`src/rtl/uart_rx_fifo.sv`:
```
// -----------------------------------------------------------------------------
// uart_rx_fifo
//
// Asynchronous serial receiver (8N1 by default) feeding a first-word-fall-through
// receive buffer. The line is oversampled using a shared 16x-baud clock-enable
// pulse; the processor pops bytes with a single-cycle read strobe.
//
// Optional build macro: UART_RX_PARITY_EN
//   defined   - one even-parity bit is expected between data and stop bits, and
//               the parity_error output is present.
//   undefined - plain 8N1 receiver, no parity_error port.
//
// Ports:
//   clk                  system clock, rising edge
//   reset                synchronous active-high reset, clears all state
//   en_16_x_baud         single-cycle pulse at 16x the bit rate
//   serial_in            asynchronous serial line, idle high
//   read_buffer          pop strobe, one entry per cycle while non-empty
//   data_out             head entry of the buffer
//   buffer_data_present  buffer holds at least one entry
//   buffer_half_full     buffer holds at least FIFO_DEPTH/2 entries
//   buffer_full          buffer holds FIFO_DEPTH entries
//   framing_error        one-cycle pulse, stop bit sampled low
//   overflow             one-cycle pulse, good frame arrived while full
//   parity_error         (UART_RX_PARITY_EN only) one-cycle pulse on bad parity
// -----------------------------------------------------------------------------
module uart_rx_fifo #(
   parameter int DATA_BITS    = 8,
   parameter int FIFO_DEPTH   = 16,
   parameter int START_VERIFY = 8
) (
   input  logic                 clk,
   input  logic                 reset,
   input  logic                 en_16_x_baud,
   input  logic                 serial_in,
   input  logic                 read_buffer,
   output logic [DATA_BITS-1:0] data_out,
   output logic                 buffer_data_present,
   output logic                 buffer_half_full,
   output logic                 buffer_full,
   output logic                 framing_error,
   output logic                 overflow
`ifdef UART_RX_PARITY_EN
   ,
   output logic                 parity_error
`endif
);

   localparam int PTR_W = $clog2(FIFO_DEPTH);
   localparam int CNT_W = PTR_W + 1;
   localparam int BIT_W = $clog2(DATA_BITS + 1);

   localparam logic [7:0]       VERIFY_LAST = 8'(START_VERIFY - 1);
   localparam logic [7:0]       TICK_LAST   = 8'd15;
   localparam logic [BIT_W-1:0] BITS_LAST   = BIT_W'(DATA_BITS - 1);
   localparam logic [CNT_W-1:0] DEPTH_C     = CNT_W'(FIFO_DEPTH);
   localparam logic [CNT_W-1:0] HALF_C      = CNT_W'(FIFO_DEPTH / 2);

   typedef enum logic [2:0] {
      ST_ARM,
      ST_IDLE,
      ST_START,
      ST_DATA,
`ifdef UART_RX_PARITY_EN
      ST_PARITY,
`endif
      ST_STOP
   } state_t;

   // ---------------------------------------------------------------------------
   // Stage p0/p1: two-flop synchronizer on the asynchronous line
   // ---------------------------------------------------------------------------
   logic rx_meta_p0;
   logic rx_s;

   always_ff @(posedge clk) begin
      if (reset) begin
         rx_meta_p0 <= 1'b1;
         rx_s       <= 1'b1;
      end else begin
         rx_meta_p0 <= serial_in;
         rx_s       <= rx_meta_p0;
      end
   end

   // ---------------------------------------------------------------------------
   // Frame receiver state machine
   // ---------------------------------------------------------------------------
   state_t               state_q, state_d;
   logic [7:0]           tick_q, tick_d;
   logic [BIT_W-1:0]     bit_q, bit_d;
   logic [DATA_BITS-1:0] shift_q, shift_d;
   logic                 push_req;
   logic                 frame_err_d;
`ifdef UART_RX_PARITY_EN
   logic                 par_err_d;
`endif

   always_ff @(posedge clk) begin
      if (reset) begin
         state_q       <= ST_ARM;
         tick_q        <= '0;
         bit_q         <= '0;
         shift_q       <= '0;
         framing_error <= 1'b0;
`ifdef UART_RX_PARITY_EN
         parity_error  <= 1'b0;
`endif
      end else begin
         state_q       <= state_d;
         tick_q        <= tick_d;
         bit_q         <= bit_d;
         shift_q       <= shift_d;
         framing_error <= frame_err_d;
`ifdef UART_RX_PARITY_EN
         parity_error  <= par_err_d;
`endif
      end
   end

   always_comb begin
      state_d     = state_q;
      tick_d      = tick_q;
      bit_d       = bit_q;
      shift_d     = shift_q;
      push_req    = 1'b0;
      frame_err_d = 1'b0;
`ifdef UART_RX_PARITY_EN
      par_err_d   = 1'b0;
`endif
      if (en_16_x_baud) begin
         case (state_q)
            // Line must be seen high once so a low line at reset release is
            // not mistaken for a start bit.
            ST_ARM: begin
               if (rx_s) state_d = ST_IDLE;
            end
            ST_IDLE: begin
               if (!rx_s) begin
                  state_d = ST_START;
                  tick_d  = '0;
               end
            end
            // Re-check the line near the start-bit centre; a high sample there
            // means the falling edge was a glitch.
            ST_START: begin
               if (tick_q == VERIFY_LAST) begin
                  tick_d = '0;
                  if (rx_s) begin
                     state_d = ST_IDLE;
                  end else begin
                     state_d = ST_DATA;
                     bit_d   = '0;
                  end
               end else begin
                  tick_d = tick_q + 8'd1;
               end
            end
            // LSB arrives first, so shifting in at the MSB leaves the byte
            // correctly aligned after the last data bit.
            ST_DATA: begin
               if (tick_q == TICK_LAST) begin
                  tick_d  = '0;
                  shift_d = {rx_s, shift_q[DATA_BITS-1:1]};
                  if (bit_q == BITS_LAST) begin
`ifdef UART_RX_PARITY_EN
                     state_d = ST_PARITY;
`else
                     state_d = ST_STOP;
`endif
                  end else begin
                     bit_d = bit_q + 1'b1;
                  end
               end else begin
                  tick_d = tick_q + 8'd1;
               end
            end
`ifdef UART_RX_PARITY_EN
            // Even parity: data bits XOR parity bit must be zero.
            ST_PARITY: begin
               if (tick_q == TICK_LAST) begin
                  tick_d    = '0;
                  par_err_d = rx_s ^ (^shift_q);
                  state_d   = ST_STOP;
               end else begin
                  tick_d = tick_q + 8'd1;
               end
            end
`endif
            // A low stop bit may be a break; return to ARM so the line must go
            // high again before another frame is accepted.
            ST_STOP: begin
               if (tick_q == TICK_LAST) begin
                  tick_d = '0;
                  if (rx_s) begin
                     push_req = 1'b1;
                     state_d  = ST_IDLE;
                  end else begin
                     frame_err_d = 1'b1;
                     state_d     = ST_ARM;
                  end
               end else begin
                  tick_d = tick_q + 8'd1;
               end
            end
            default: state_d = ST_ARM;
         endcase
      end
   end

   // ---------------------------------------------------------------------------
   // Receive buffer: circular memory, pointers plus occupancy count
   // ---------------------------------------------------------------------------
   logic [DATA_BITS-1:0] mem [FIFO_DEPTH];
   logic [PTR_W-1:0]     wr_ptr, rd_ptr, rd_next;
   logic [CNT_W-1:0]     count_q, count_d;
   logic                 pop_ok, push_ok, drop, full_now;
   logic [DATA_BITS-1:0] head_d;

   // A pop on a full buffer frees the slot the concurrent push needs.
   assign full_now = (count_q == DEPTH_C);
   assign pop_ok   = read_buffer && (count_q != '0);
   assign push_ok  = push_req && (!full_now || pop_ok);
   assign drop     = push_req && full_now && !pop_ok;
   assign rd_next  = rd_ptr + PTR_W'(pop_ok);

   always_comb begin
      count_d = count_q;
      if (push_ok && !pop_ok) begin
         count_d = count_q + 1'b1;
      end else if (!push_ok && pop_ok) begin
         count_d = count_q - 1'b1;
      end
   end

   // The registered head must already show a byte being written into the
   // slot that becomes the head, hence the bypass from the incoming byte.
   always_comb begin
      head_d = data_out;
      if (count_d != '0) begin
         if (push_ok && (rd_next == wr_ptr)) begin
            head_d = shift_q;
         end else begin
            head_d = mem[rd_next];
         end
      end
   end

   always_ff @(posedge clk) begin
      if (!reset && push_ok) begin
         mem[wr_ptr] <= shift_q;
      end
   end

   // ---------------------------------------------------------------------------
   // Stage p2: registered head and status flags
   // ---------------------------------------------------------------------------
   always_ff @(posedge clk) begin
      if (reset) begin
         wr_ptr              <= '0;
         rd_ptr              <= '0;
         count_q             <= '0;
         data_out            <= '0;
         buffer_data_present <= 1'b0;
         buffer_half_full    <= 1'b0;
         buffer_full         <= 1'b0;
         overflow            <= 1'b0;
      end else begin
         wr_ptr              <= wr_ptr + PTR_W'(push_ok);
         rd_ptr              <= rd_next;
         count_q             <= count_d;
         data_out            <= head_d;
         buffer_data_present <= (count_d != '0);
         buffer_half_full    <= (count_d >= HALF_C);
         buffer_full         <= (count_d == DEPTH_C);
         overflow            <= drop;
      end
   end

endmodule

```
`config.mk`:
```
export PLATFORM = sky130hd
export DESIGN_NAME = uart_rx_fifo
export DESIGN_NICKNAME = d
export VERILOG_FILES = /design/src/rtl/uart_rx_fifo.sv
export SDC_FILE = /design/constraint.sdc
export NUM_CORES = 1
export LEC_CHECK = 0
export BUFFER_PORTS_ARGS = -buffer_cell sky130_fd_sc_hd__buf_2
export CORE_MARGIN = 4
export CORE_UTILIZATION = 56
export DETAILED_ROUTE_END_ITERATION = 12
export PLACE_DENSITY_LB_ADDON = 0.05
export SLEW_MARGIN = 5
export SYNTH_ARGS = -nofsm -noshare
export SYNTH_HDL_FRONTEND = slang
export SYNTH_SLANG_ARGS = --single-unit
```
`constraint.sdc`:
```
create_clock -name clk -period 4.15 [get_ports clk]
set_clock_uncertainty 0.05 [all_clocks]
set_input_delay 0.2075 -clock clk [delete_from_list [all_inputs] [get_ports clk]]
set_output_delay 0.2075 -clock clk [all_outputs]
set_load 0.005 [all_outputs]
```
==> results.txt, run 1 <==
- The worst setup path is captured at a flip-flop.
- Worst Hold Class: input pin to flip-flop
- Row generation in the floorplan step produced 42 rows.
* Post-detail-place hpwl: 10,000 microns
- Number of antenna repair diodes: 0
* Area fraction of the dominant cell type after synthesis: 0.506
* Overall routing resource usage: 0.204
* Most frequent CP cell: sky130_fd_sc_hd__mux4_2
- DRC Markers: 0
* Sink count of the clock tree: 179
- Most frequently used cell type in the post-synthesis netlist: sky130_fd_sc_hd__edfxtp_1
- Dominant register cell in the synthesized netlist: sky130_fd_sc_hd__edfxtp_1
- Post-synthesis instance area: 7600 sq um
- Cell type contributing the most total cell area after synthesis: sky130_fd_sc_hd__edfxtp_1
* Top cell types by occurrence after synthesis: sky130_fd_sc_hd__edfxtp_1, sky130_fd_sc_hd__dfxtp_1, sky130_fd_sc_hd__nor2_1, sky130_fd_sc_hd__mux4_2, sky130_fd_sc_hd__mux2i_1
- From synthesis to final layout, the design area changed by 13.2%.
* Type of the worst setup path: flip-flop to flip-flop
- Total number of H-tree levels: 4
- Counting along the longest clock path gives a buffer depth of 2.
- Share of final-layout standard cells stronger than drive strength 1: 0.233
- Max-Cap Viols: 0
- Post-synth EDFFs: 128
* Cell area after layout: 8600 sq um
- TritonCTS clock tree: done
* Tcrit/Tclk final: 0.915
* Cell with the largest stage delay on the worst path: sky130_fd_sc_hd__or4b_2
- Dividing the detail-routed wire length by the instance count gives 20.9 microns.
- Number of setup violations in the final report: 0
* Max FO, Critical Path: 34
- Before antenna repair, the detailed router went through 4 iterations.
- Ys async rst share: 0
* Area of all sequential standard cells: 4860 sq um
- Overflow left after global routing: 0
- In the routed layout, each cell is associated on average with a via count of 6.01.
* Leading cell types by total area after synthesis: sky130_fd_sc_hd__edfxtp_1, sky130_fd_sc_hd__dfxtp_1, sky130_fd_sc_hd__mux4_2
- In this run the critical register-to-register path is launched from count_q[0]$_SDFF_PP0_.
* Number of antenna violations at the first check in global routing: 0
- Clock latency on the worst-skew pair, taken at its later pin, is 0.43 ns.
- Worst R2R Path Depth: 10
- Walking the worst path, the cells encountered are inv_1, ha_1, or4b_2, and2_1, ha_2, buf_12, mux4_2, mux4_2, mux2i_1, a21oi_1.
- Final min period: 3.80 ns
- Yosys warnings: 0
* Number of failing hold endpoints at the final stage: 0
- Arrival time reported for the critical path endpoint: 4.06 ns
* CTS buffer count: 17
- Post-synthesis net count: 515
- The die is 125 microns tall.
- Once the clock tree was built, the setup fixing pass inserted 0 buffers.
* Worst slew margin relative to its limit: 0.462
* Post-CTS clock slew at the launch and capture registers of the worst setup and hold paths: 0.06 ns
* Number of max-slew violations in the final report: 0
* Starting density of the core: 0.574
- Once detail routing completed, the nets flagged for antenna violations numbered 0.
- Hold path start: en_16_x_baud
- Number of global-route vias before repair: 4,231
- Summed over all cells, the static leakage comes to 3.24 nW.
- The core region is 13,200 sq um.
* Final wirelength: 15,100 microns
- Derived from the worst setup path, the maximum achievable clock frequency is 0.263 GHz.
* Number of standard cells in the layout, taps in and fillers out: 722
- Power Dens Cells: 571 nW/um^2
- The detailed router placed 4,338 vias in this run.
- A synthesized cell averages 15.2 sq um.
* I/O pins: 18
- Wire length of the first global-routing pass: 24,000 microns
- GP Congestion: 0.835
- The count of buffers added on input and output ports is 17.
- Max VDD drop: 0.000459 V
- The worst register-to-register path ends at data_out[6]$_SDFFE_PP0P_.
- Sequential fraction of the synthesis area: 0.640
- In this run the horizontal extent of the chip is 125 microns.
- Data on the critical path is required at its endpoint by 4.41 ns.
- Setup repair after global routing missed its margin: no
* Maximum cell stage delay along the critical path: 0.65 ns
- Entering global routing, the biggest net connects 38 pins.
- The die covers 15,500 sq um.
- For the pin with the worst max-slew slack, the measured transition is 0.796 ns.
- Buffer type at the clock tree root: sky130_fd_sc_hd__clkbuf_16
- Critical Path Source Type: flip-flop
- The run finished with clean final reports.
- For hold timing, the worst endpoint is framing_error$_SDFF_PP0_.
- After the first detailed-routing iteration, the DRC count stood at 403.
- After technology mapping, the gate count stands at 501.
* Depth of the worst hold-timing path: 4
- Nets: 547
- Setup_tns: 0 ns
* Multi-input combinational cell area: 2610 sq um
- Area of placed instances: 7980 sq um
* Placed insts: 689
- Fill cells in the final layout number 979.
- Reg2Reg Setup Slack: 0.35 ns
- The synthesized netlist contains 57 unique library cells.
- Number of synthesized register bits: 179
==> through the flow <==
| stage | power [W] | util | hold WS [ns] | worst slack (ns) |
|---|---|---|---|---|
| CTS | 0.00494 | 0.649 | 0.174 | 0.369 |
| floorplan | 0.00298 | - | 0.261 | 0.197 |
| global placement | 0.00329 | 0.602 | 0.343 | 0.454 |
| detailed placement | 0.00329 | 0.602 | 0.344 | 0.408 |
| finish | 0.00491 | 0.649 | 0.189 | 0.352 |
| global route | 0.00514 | 0.649 | 0.229 | 0.151 |
==> power breakdown <==
| part | internal [W] | switching (W) |
|---|---|---|
| Sequential | 0.00195 | 0.0000685 |
| Combinational | 0.000552 | 0.000685 |
| Clock | 0.000975 | 0.000680 |
| Total | 0.00348 | 0.00143 |
==> state kept, by name, indices dropped and copies added, names as in the netlist <==
| name | count |
|---|---|
| mem | 128 |
| data_out | 8 |
| shift_q | 8 |
| tick_q | 8 |
| count_q | 5 |
| bit_q | 4 |
| rd_ptr | 4 |
| wr_ptr | 4 |
| state_q | 3 |
| buffer_data_present | 1 |
| buffer_full | 1 |
| buffer_half_full | 1 |
| framing_error | 1 |
| overflow | 1 |
| rx_meta_p0 | 1 |
| rx_s | 1 |
==> cell type report <==
| cell class | count | share of cell area |
|---|---|---|
| clock buffers | 19 | 0.0515 |
| multi-input cells | 289 | 0.304 |
| clock inverters | 13 | 0.0199 |
| flip-flops and latches | 179 | 0.566 |
| inverters | 11 | 0.00480 |
| well taps | 176 | 0.0256 |
| repair buffers | 35 | 0.0288 |
==> routing by layer <==
metal	track usage	up-vias	share of wire
met5	0	-	0
met4	0.0761	0	0.018
met3	0.0442	20	0.053
met2	0.319	120	0.49
met1	0.284	2193	0.44
li1	-	2005	-
==> cells in the final DEF, fill, tap and decap left out, types with 9 or more instances in the layout <==
master,instances
sky130_fd_sc_hd__nand3b_1,13
sky130_fd_sc_hd__edfxtp_1,128
sky130_fd_sc_hd__mux2i_1,22
sky130_fd_sc_hd__inv_1,10
sky130_fd_sc_hd__nor2_1,51
sky130_fd_sc_hd__dfxtp_1,51
sky130_fd_sc_hd__nand2_1,17
sky130_fd_sc_hd__o41ai_1,9
sky130_fd_sc_hd__buf_2,17
sky130_fd_sc_hd__a21oi_1,19
sky130_fd_sc_hd__clkbuf_16,17
sky130_fd_sc_hd__buf_4,15
sky130_fd_sc_hd__xnor2_1,12
sky130_fd_sc_hd__nor3_1,13
sky130_fd_sc_hd__mux4_2,40
==> kinds of logic (layout without fill, tap and decap cells) <==
family | Yosys count | after routing | share of synthesized area
compound gates | 46 | 46 | 0.0408
xor+xnor | 20 | 20 | 0.0260
fa+ha+maj | 9 | 9 | 0.0148
buf+inv | 33 | 78 | 0.0166
flops | 179 | 179 | 0.640
mux | 63 | 63 | 0.149
simple gates | 151 | 151 | 0.113
==> worst max-delay path by stage <==
| stage | end | slack (ns) | from |
|---|---|---|---|
| 2_1_floorplan | data_out[1]$_SDFFE_PP0P_ | 0.20 | count_q[0]$_SDFF_PP0_ |
| 3_3_place_gp | data_out[1]$_SDFFE_PP0P_ | 0.45 | count_q[0]$_SDFF_PP0_ |
| 3_5_place_dp | data_out[1]$_SDFFE_PP0P_ | 0.41 | count_q[0]$_SDFF_PP0_ |
| 4_1_cts | data_out[6]$_SDFFE_PP0P_ | 0.37 | count_q[0]$_SDFF_PP0_ |
| 5_1_grt | data_out[1]$_SDFFE_PP0P_ | 0.15 | count_q[0]$_SDFF_PP0_ |
| 6_report | data_out[6]$_SDFFE_PP0P_ | 0.35 | count_q[0]$_SDFF_PP0_ |
==> worst max-delay path, delay by kind of cell (launching register included) <==
kind / cells / cell delay (ns)
muxes: 3 / 1.28
and+or+nand+nor: 2 / 0.88
adders and majority gates: 2 / 0.57
buffers and inverters: 2 / 0.40
DFF: 1 / 0.37
AOI/OAI and AO/OA: 1 / 0.09
==> what timing repair did <==
action | CTS | global route
resized for setup | 0 | 0
hold buffers | 1 | 0
endpoints found under the hold margin | 1 | 0
Note: power is estimated with default switching activity, not from simulation.
==> run 2: changes to the inputs <==
--- a/config.mk
+++ b/config.mk
@@ -7,7 +7,8 @@
 export LEC_CHECK = 0
 export BUFFER_PORTS_ARGS = -buffer_cell sky130_fd_sc_hd__buf_2
 export CORE_MARGIN = 4
-export CORE_UTILIZATION = 56
+export CORE_UTILIZATION = 58
+export CTS_BUF_LIST = sky130_fd_sc_hd__clkbuf_4
 export DETAILED_ROUTE_END_ITERATION = 12
 export PLACE_DENSITY_LB_ADDON = 0.05
 export SLEW_MARGIN = 5
==> run 2 against run 1 <==
Sequential cell count unchanged; fmax increased by 1.6%; worst setup slack improved by 0.058 ns; critical path depth unchanged; global-route usage increased by 2.0 points; via count increased by 0.14%; die area decreased by 3.2%; worst hold slack got worse by 0.089 ns; non-clock buffer count increased by 1; clock power decreased by 37%; largest cell class unchanged.
==> results.txt, run 2 (synthesis gave the netlist of run 1 again) <==
- The final non-filler cell area is 8300 sq um (was 8600 sq um).
- The average wire length per cell after detail routing came to 21.3 microns (was 20.9 microns).
- The arrival time at the worst endpoint came to 4.12 ns (was 4.06 ns).
- Power Dens Cells: 517 nW/um^2 (was 571 nW/um^2)
- Type of the worst setup path: flip-flop to flip-flop (unchanged)
- Most used cells in the layout excluding fill and tap cells: sky130_fd_sc_hd__edfxtp_1, sky130_fd_sc_hd__nor2_1, sky130_fd_sc_hd__dfxtp_1, sky130_fd_sc_hd__mux4_2, sky130_fd_sc_hd__mux2i_1 (unchanged).
- Sequential share of power: 0.470 (was 0.411)
- The count of standard-cell rows came to 41 (was 42).
- GR Util met1: 0.303 (was 0.284)
* Reg2Reg Setup Slack: 0.41 ns (was 0.35 ns)
* Worst R2R Path Depth: 10 (unchanged)
- Max VDD drop: 0.000308 V (was 0.000459 V)
- The terminating pin of the worst hold path was framing_error$_SDFF_PP0_ (unchanged).
- The CTS clock-pin slew for the worst setup and hold paths is 0.13 ns (was 0.06 ns).
- Setup_tns: 0 ns (unchanged)
- The largest register by flop count was mem (unchanged).
- The hold path startpoint was en_16_x_baud (unchanged).
- Number of max-slew violations in the final report: 0 (unchanged)
* Type of destination of the critical path: flip-flop (unchanged)
* DRC Markers: 0 (unchanged)
- The number of buffers inserted by port buffering came to 17 (unchanged).
- The leakage power of the design was 3.12 nW (was 3.24 nW).
* Vias: 4,344 (was 4,338)
- Number of failing hold endpoints at the final stage: 0 (unchanged)
- Detailed Route Iter0 Violations: 374 (was 403)
- Worst Hold Class: input pin to flip-flop (unchanged)
- Flip-flop count of the largest register, all copies and words added: 128 (unchanged)
- The share of the core filled with cells was 0.653 (was 0.649).
- GP Congestion: 0.794 (was 0.835)
- Part of the power in combinational logic: 0.289 (was 0.252)
- The required time of the critical path was 4.53 ns (was 4.41 ns).
* Critical Path Source Type: flip-flop (unchanged)
- The initial antenna violation count is 0 (unchanged).
* Worst slew margin relative to its limit: 0.400 (was 0.462)
- The post-route non-filler standard cell count was 719 (was 722).
- DIE AREA: 15,000 sq um (was 15,500 sq um)
- The commonest non-fill, non-tap cell in the layout is sky130_fd_sc_hd__edfxtp_1 (unchanged).
- The die boundary width was 122 microns (was 125 microns).
- The switching power share of the total was 0.306 (was 0.292).
* FILL cells: 977 (was 979)
* Fin Hold WS: 0.0998 ns (was 0.189 ns)
- The number of setup buffers added after CTS is 0 (unchanged).
* Area of the core region: 12,700 sq um (was 13,200 sq um)
- The H-tree level count was 4 (unchanged).
- Area of all sequential standard cells: 4860 sq um (unchanged)
- Clock network power share: 0.241 (was 0.337)
- The global-route total usage across every layer was 0.224 (was 0.204).
- Height of the die: 122 microns (was 125 microns)
* M3 GR Usage: 0.0456 (was 0.0442)
- The via count of the first global-routing pass came to 4,370 (was 4,231).
- CTS buffer count: 17 (unchanged)
* Switching power summed over all nets: 0.00132 W (was 0.00143 W)
- Post-detail-place hpwl: 10,000 microns (about the same)
* Transition at the pin with the smallest max-transition slack: 0.896 ns (was 0.796 ns)
- Number of antenna repair diodes: 0 (unchanged)
- Sink count of the clock tree: 179 (unchanged)
* Number of setup violations in the final report: 0 (unchanged)
* Setup repair after global routing missed its margin: no (unchanged)
- The global-route wire length before repair was 24,400 microns (was 24,000 microns).
- The first-pass iteration count of the detailed router came to 7 (was 4).
* Clock latency on the worst-skew pair: 0.54 ns (was 0.43 ns)
- The final period demand of the worst path came to 3.74 ns (was 3.80 ns).
- The starting density of the core was 0.597 (was 0.574).
* Placed insts: 686 (was 689)
- The fraction of layout cells with a size suffix above 1 was 0.232 (was 0.233).
- The global-route met2 utilization came to 0.369 (was 0.319).
* I/O pins: 18 (unchanged)
* Maximum number of pins on one net before global-route repair: 38 (unchanged)
* Run status: finished clean (unchanged)
- The count of nets after finishing is 548 (was 547).
* Multi-input combinational cell area: 2610 sq um (unchanged)
* Max-Cap Viols: 0 (unchanged)
- TritonCTS clock tree: done (unchanged)
- The maximum frequency from static timing analysis is 0.267 GHz (was 0.263 GHz).
- The part of the cycle the worst path needs is 0.901 (was 0.915).
- The end of the worst register-to-register path is data_out[5]$_SDFFE_PP0P_ (was data_out[6]$_SDFFE_PP0P_).
* Buffer type at the clock tree root: sky130_fd_sc_hd__clkbuf_4 (was sky130_fd_sc_hd__clkbuf_16)
* Depth of the worst hold-timing path: 4 (unchanged)
* Overflow left after global routing: 0 (unchanged)
- The total length of routed wires was 15,300 microns (was 15,100 microns).
* Antenna viol nets, final: 0 (unchanged)
- GRT busiest layer: met2 (unchanged)
- The internal power component is 0.00298 W (was 0.00348 W).
- The worst reg2reg path startpoint is count_q[0]$_SDFF_PP0_ (unchanged).
- The deepest clock path buffer count is 2 (unchanged).
- Max FO, Critical Path: 34 (unchanged)
* Area delta synth->final: 9.25% (was 13.2%)
- Area of placed instances: 7980 sq um (about the same)
* Via density per instance: 6.04 (was 6.01)
-- run 2: layer usage --
layer  vias to the layer above  share of wire
li1                       2008              -
met1                      2184           0.42
met2                       135           0.51
met3                        17          0.058
met4                         0          0.013
met5                         -              0
-- run 2: what timing repair did --
item                                    4_1_cts  5_1_grt
hold buffers                                  1        0
endpoints found under the setup margin        0        0
gates resized for setup                       0        0
endpoints found under the hold margin         1        0
-- run 2: cell type report --
cell class,instances,area share
clock inverters,15,0.0226
multi-input cells,289,0.315
clock buffers,17,0.0154
well taps,172,0.0259
repair buffers,36,0.0307
inverters,11,0.00497
flip-flops and latches,179,0.586
-- run 2: metrics by stage --
stage          power (W)  worst slack, ns
2_1_floorplan    0.00298            0.197
3_3_place_gp     0.00328            0.478
3_5_place_dp     0.00330            0.411
4_1_cts          0.00433            0.386
5_1_grt          0.00453            0.195
6_report         0.00429            0.410
-- run 2: worst max-delay path by stage --
stage	slack, ns	endpoint	depth (start not counted)	from
6_report	0.41	data_out[5]$_SDFFE_PP0P_	10	count_q[0]$_SDFF_PP0_
5_1_grt	0.20	data_out[5]$_SDFFE_PP0P_	10	count_q[0]$_SDFF_PP0_
4_1_cts	0.39	data_out[5]$_SDFFE_PP0P_	10	count_q[0]$_SDFF_PP0_
3_5_place_dp	0.41	data_out[5]$_SDFFE_PP0P_	10	count_q[0]$_SDFF_PP0_
3_3_place_gp	0.48	data_out[5]$_SDFFE_PP0P_	10	count_q[0]$_SDFF_PP0_
2_1_floorplan	0.20	data_out[1]$_SDFFE_PP0P_	11	count_q[0]$_SDFF_PP0_
-- run 2: power groups by stage --
stage                     combinational [W]  clock [W]  sequential (W)
after floorplan                    0.000957          0         0.00202
after global placement              0.00122          0         0.00205
after detailed placement            0.00124          0         0.00206
after CTS                           0.00125    0.00107         0.00202
after global routing                0.00136    0.00115         0.00203
final                               0.00124    0.00104         0.00202
-- run 2: worst max-delay path, stage by stage (launching register included) --
cell and delay [ns]:
sky130_fd_sc_hd__dfxtp_1 0.38, sky130_fd_sc_hd__inv_1 0.13, sky130_fd_sc_hd__ha_1 0.21, sky130_fd_sc_hd__or4b_2 0.65, sky130_fd_sc_hd__and2_1 0.23, sky130_fd_sc_hd__ha_2 0.35
sky130_fd_sc_hd__buf_12 0.27, sky130_fd_sc_hd__mux4_2 0.55, sky130_fd_sc_hd__mux4_2 0.48, sky130_fd_sc_hd__mux2i_1 0.20, sky130_fd_sc_hd__a21oi_1 0.10
==> run 3: changes to the inputs <==
--- a/config.mk
+++ b/config.mk
@@ -10,7 +10,7 @@
 export CORE_UTILIZATION = 58
 export CTS_BUF_LIST = sky130_fd_sc_hd__clkbuf_4
 export DETAILED_ROUTE_END_ITERATION = 12
-export PLACE_DENSITY_LB_ADDON = 0.05
+export PLACE_DENSITY = 0.88
 export SLEW_MARGIN = 5
 export SYNTH_ARGS = -nofsm -noshare
 export SYNTH_HDL_FRONTEND = slang
==> run 3 against run 2 <==
Clock-buffer cell count grew 3; final cell count down 0.70%; highest routed layer unchanged; register-to-register slack lost 0.13 ns; sequential power about the same; non-clock buffer count fell by 6; critical path depth unchanged; critical endpoint is now data_out[2]$_SDFFE_PP0P_; die area unchanged.
==> results.txt, run 3 (synthesis gave the netlist of run 1 again) <==
- Setup repair bufs after CTS: 0 (unchanged)
* Capture endpoint of the worst hold path: overflow$_SDFF_PP0_ (was framing_error$_SDFF_PP0_)
- Achievable Freq: 0.258 GHz (was 0.267 GHz)
* Number of max-slew violations in the final report: 0 (unchanged)
- Number of setup violations in the final report: 0 (unchanged)
* Max FO, Critical Path: 34 (unchanged)
- Transition at the pin with the smallest max-transition slack: 0.960 ns (was 0.896 ns)
* Max VDD drop: 0.000388 V (was 0.000308 V)
* Arrival time reported for the critical path endpoint: 4.28 ns (was 4.12 ns)
- Final min period: 3.87 ns (was 3.74 ns)
- The worst-case reg-to-reg path depth was 10 (unchanged).
- GP Congestion: 0.918 (was 0.794)
* Total number of H-tree levels: 4 (unchanged)
- Worst slew margin relative to its limit: 0.357 (was 0.400)
* Reg2Reg Setup Slack: 0.28 ns (was 0.41 ns)
* Number of failing hold endpoints at the final stage: 0 (unchanged)
- The pin count of the biggest net entering global routing is 38 (unchanged).
- IO buf count: 17 (unchanged)
- Tcrit/Tclk final: 0.934 (was 0.901)
- Nets: 542 (was 548)
* Height of the die: 122 microns (unchanged)
- Sink count of the clock tree: 179 (unchanged)
- Wire length of the first global-routing pass: 24,000 microns (was 24,400 microns)
* Max-Cap Viols: 0 (unchanged)
- Hold path start: read_buffer (was en_16_x_baud)
- Final wirelength: 15,300 microns (about the same)
* Hold_buf cts: 2 (was 1)
- Clock latency on the worst-skew pair: 0.56 ns (was 0.54 ns)
* Crit Reg-Reg Startpoint: count_q[0]$_SDFF_PP0_ (unchanged)
* Worst endpoint required time: 4.56 ns (was 4.53 ns)
- The TritonCTS buffer count was 17 (unchanged).
- The CTS tree is done (unchanged).
- Via density per instance: 6.30 (was 6.04)
- The die boundary width came to 122 microns (unchanged).
* Flip-flop count of the largest register, all copies and words added: 128 (unchanged)
- The number of antenna-violating nets in the routed design came to 0 (unchanged).
- Share of final-layout standard cells stronger than drive strength 1: 0.220 (was 0.232)
- Setup_tns: 0 ns (unchanged)
- Detailed Route Iter0 Violations: 758 (was 374)
- The cell depth of the worst hold path came to 3 (was 4).
- Number of antenna violations at the first check in global routing: 0 (unchanged)
- Critical Path Source Type: flip-flop (unchanged)
- The share of the core filled with cells was 0.642 (was 0.653).
* Post-CTS resize count: 0 (unchanged)
- The global-route total usage across every layer was 0.217 (was 0.224).
- The start-to-end type of the worst setup path was flip-flop to flip-flop (unchanged).
- The count of boundary I/O pins came to 18 (unchanged).
- Max Buffers Root-to-Sink: 2 (unchanged)
* Type of destination of the critical path: flip-flop (unchanged)
* Setup repair after global routing missed its margin: no (unchanged)
- Number of global-route vias before repair: 4,330 (was 4,370)
- The first-pass iteration count of the detailed router came to 5 (was 7).
- The cell chosen for the clock root was sky130_fd_sc_hd__clkbuf_4 (unchanged).
- Area of the core region: 12,700 sq um (unchanged)
- Detailed-route wire length per cell: 21.4 microns (was 21.3 microns)
- Area delta synth->final: 7.41% (was 9.25%)
- Most common library cell in the layout ignoring fill and taps: sky130_fd_sc_hd__edfxtp_1 (unchanged)
- Vias: 4,500 (was 4,344)
- Post-detail-place hpwl: 10,200 microns (was 10,000 microns)
- The leakage power of the design was 3.04 nW (was 3.12 nW).
- The count of standard-cell rows came to 41 (unchanged).
* Starting density of the core: 0.597 (unchanged)
* Worst Hold Class: input pin to flip-flop (unchanged)
- The number of remaining DRC errors came to 0 (unchanged).
* Overflow left after global routing: 0 (unchanged)
* Reg2reg end: data_out[2]$_SDFFE_PP0P_ (was data_out[5]$_SDFFE_PP0P_)
* Post-CTS clock slew at the launch and capture registers of the worst setup and hold paths: 0.13 ns (about the same)
* DIE AREA: 15,000 sq um (unchanged)
- Run status: finished clean (unchanged).
- Power Dens Cells: 496 nW/um^2 (was 517 nW/um^2)
- Register bank with the most flops: mem (unchanged)
- Most used cells in the layout excluding fill and tap cells: sky130_fd_sc_hd__edfxtp_1, sky130_fd_sc_hd__nor2_1, sky130_fd_sc_hd__dfxtp_1, sky130_fd_sc_hd__mux4_2, sky130_fd_sc_hd__mux2i_1 (unchanged).
-- run 3: changes by cell type in the layout (fill, tap and decap cells not counted), sizes merged, moves of 2 or more --
cell / previous run / this run
inv: 11 / 14
clkinv: 11 / 9
clkbuf: 17 / 20
bufinv: 4 / 0
buf: 35 / 28
-- run 3: report_power, final --
group	switching (W)	internal [W]	leakage, nW	total, W
clock	0.000554	0.000248	0.134	0.000802
combinational	0.000673	0.000553	1.01	0.00123
sequential	0.0000684	0.00195	1.89	0.00202
total	0.00130	0.00275	3.04	0.00405
-- run 3: how the worst max path moves through the flow --
| stage | startpoint | endpoint | slack [ns] |
|---|---|---|---|
| 3_5_place_dp | count_q[0]$_SDFF_PP0_ | data_out[2]$_SDFFE_PP0P_ | 0.32 |
| 5_1_grt | count_q[0]$_SDFF_PP0_ | data_out[3]$_SDFFE_PP0P_ | 0.17 |
| 3_3_place_gp | count_q[0]$_SDFF_PP0_ | data_out[2]$_SDFFE_PP0P_ | 0.43 |
| 4_1_cts | count_q[0]$_SDFF_PP0_ | data_out[2]$_SDFFE_PP0P_ | 0.29 |
| 6_report | count_q[0]$_SDFF_PP0_ | data_out[2]$_SDFFE_PP0P_ | 0.28 |
| 2_1_floorplan | count_q[0]$_SDFF_PP0_ | data_out[1]$_SDFFE_PP0P_ | 0.20 |
-- run 3: worst max-delay path, stage by stage, from the launching register on --
cell	delay (ns)
sky130_fd_sc_hd__dfxtp_1	0.40
sky130_fd_sc_hd__inv_1	0.14
sky130_fd_sc_hd__ha_1	0.22
sky130_fd_sc_hd__or4b_2	0.66
sky130_fd_sc_hd__and2_1	0.23
sky130_fd_sc_hd__ha_2	0.35
sky130_fd_sc_hd__buf_12	0.25
sky130_fd_sc_hd__mux4_2	0.57
sky130_fd_sc_hd__mux4_2	0.48
sky130_fd_sc_hd__mux2i_1	0.27
sky130_fd_sc_hd__a21oi_1	0.11
-- run 3: per-layer routing --
layer	vias to the layer above	GRT usage	wire [microns]
met5	-	0	0
met4	0	0.0735	390
met3	35	0.0415	977
met2	198	0.354	7770
met1	2271	0.298	6110
li1	1996	-	-
-- run 3: per-stage QoR --
step	power [W]	hold WS [ns]	cell area, sq um	cells	worst slack, ns
global placement	0.00323	0.343	7930	679	0.435
floorplan	0.00298	0.261	7600	501	0.197
detailed placement	0.00328	0.344	7930	679	0.323
finish	0.00405	0.0949	8160	714	0.276
global route	0.00426	0.0799	8160	713	0.165
CTS	0.00406	0.0400	8160	713	0.293
-- run 3: area by class of cell --
class	instances	area [sq um]
Clock inverter	12	65.1
Clock buffer	20	150
Antenna cell	1	2.50
Tap cell	172	215
Inverter	11	41.3
Fill cell	898	4560
Sequential cell	179	4860
Multi-Input combinational cell	289	2610
Timing Repair Buffer	30	213
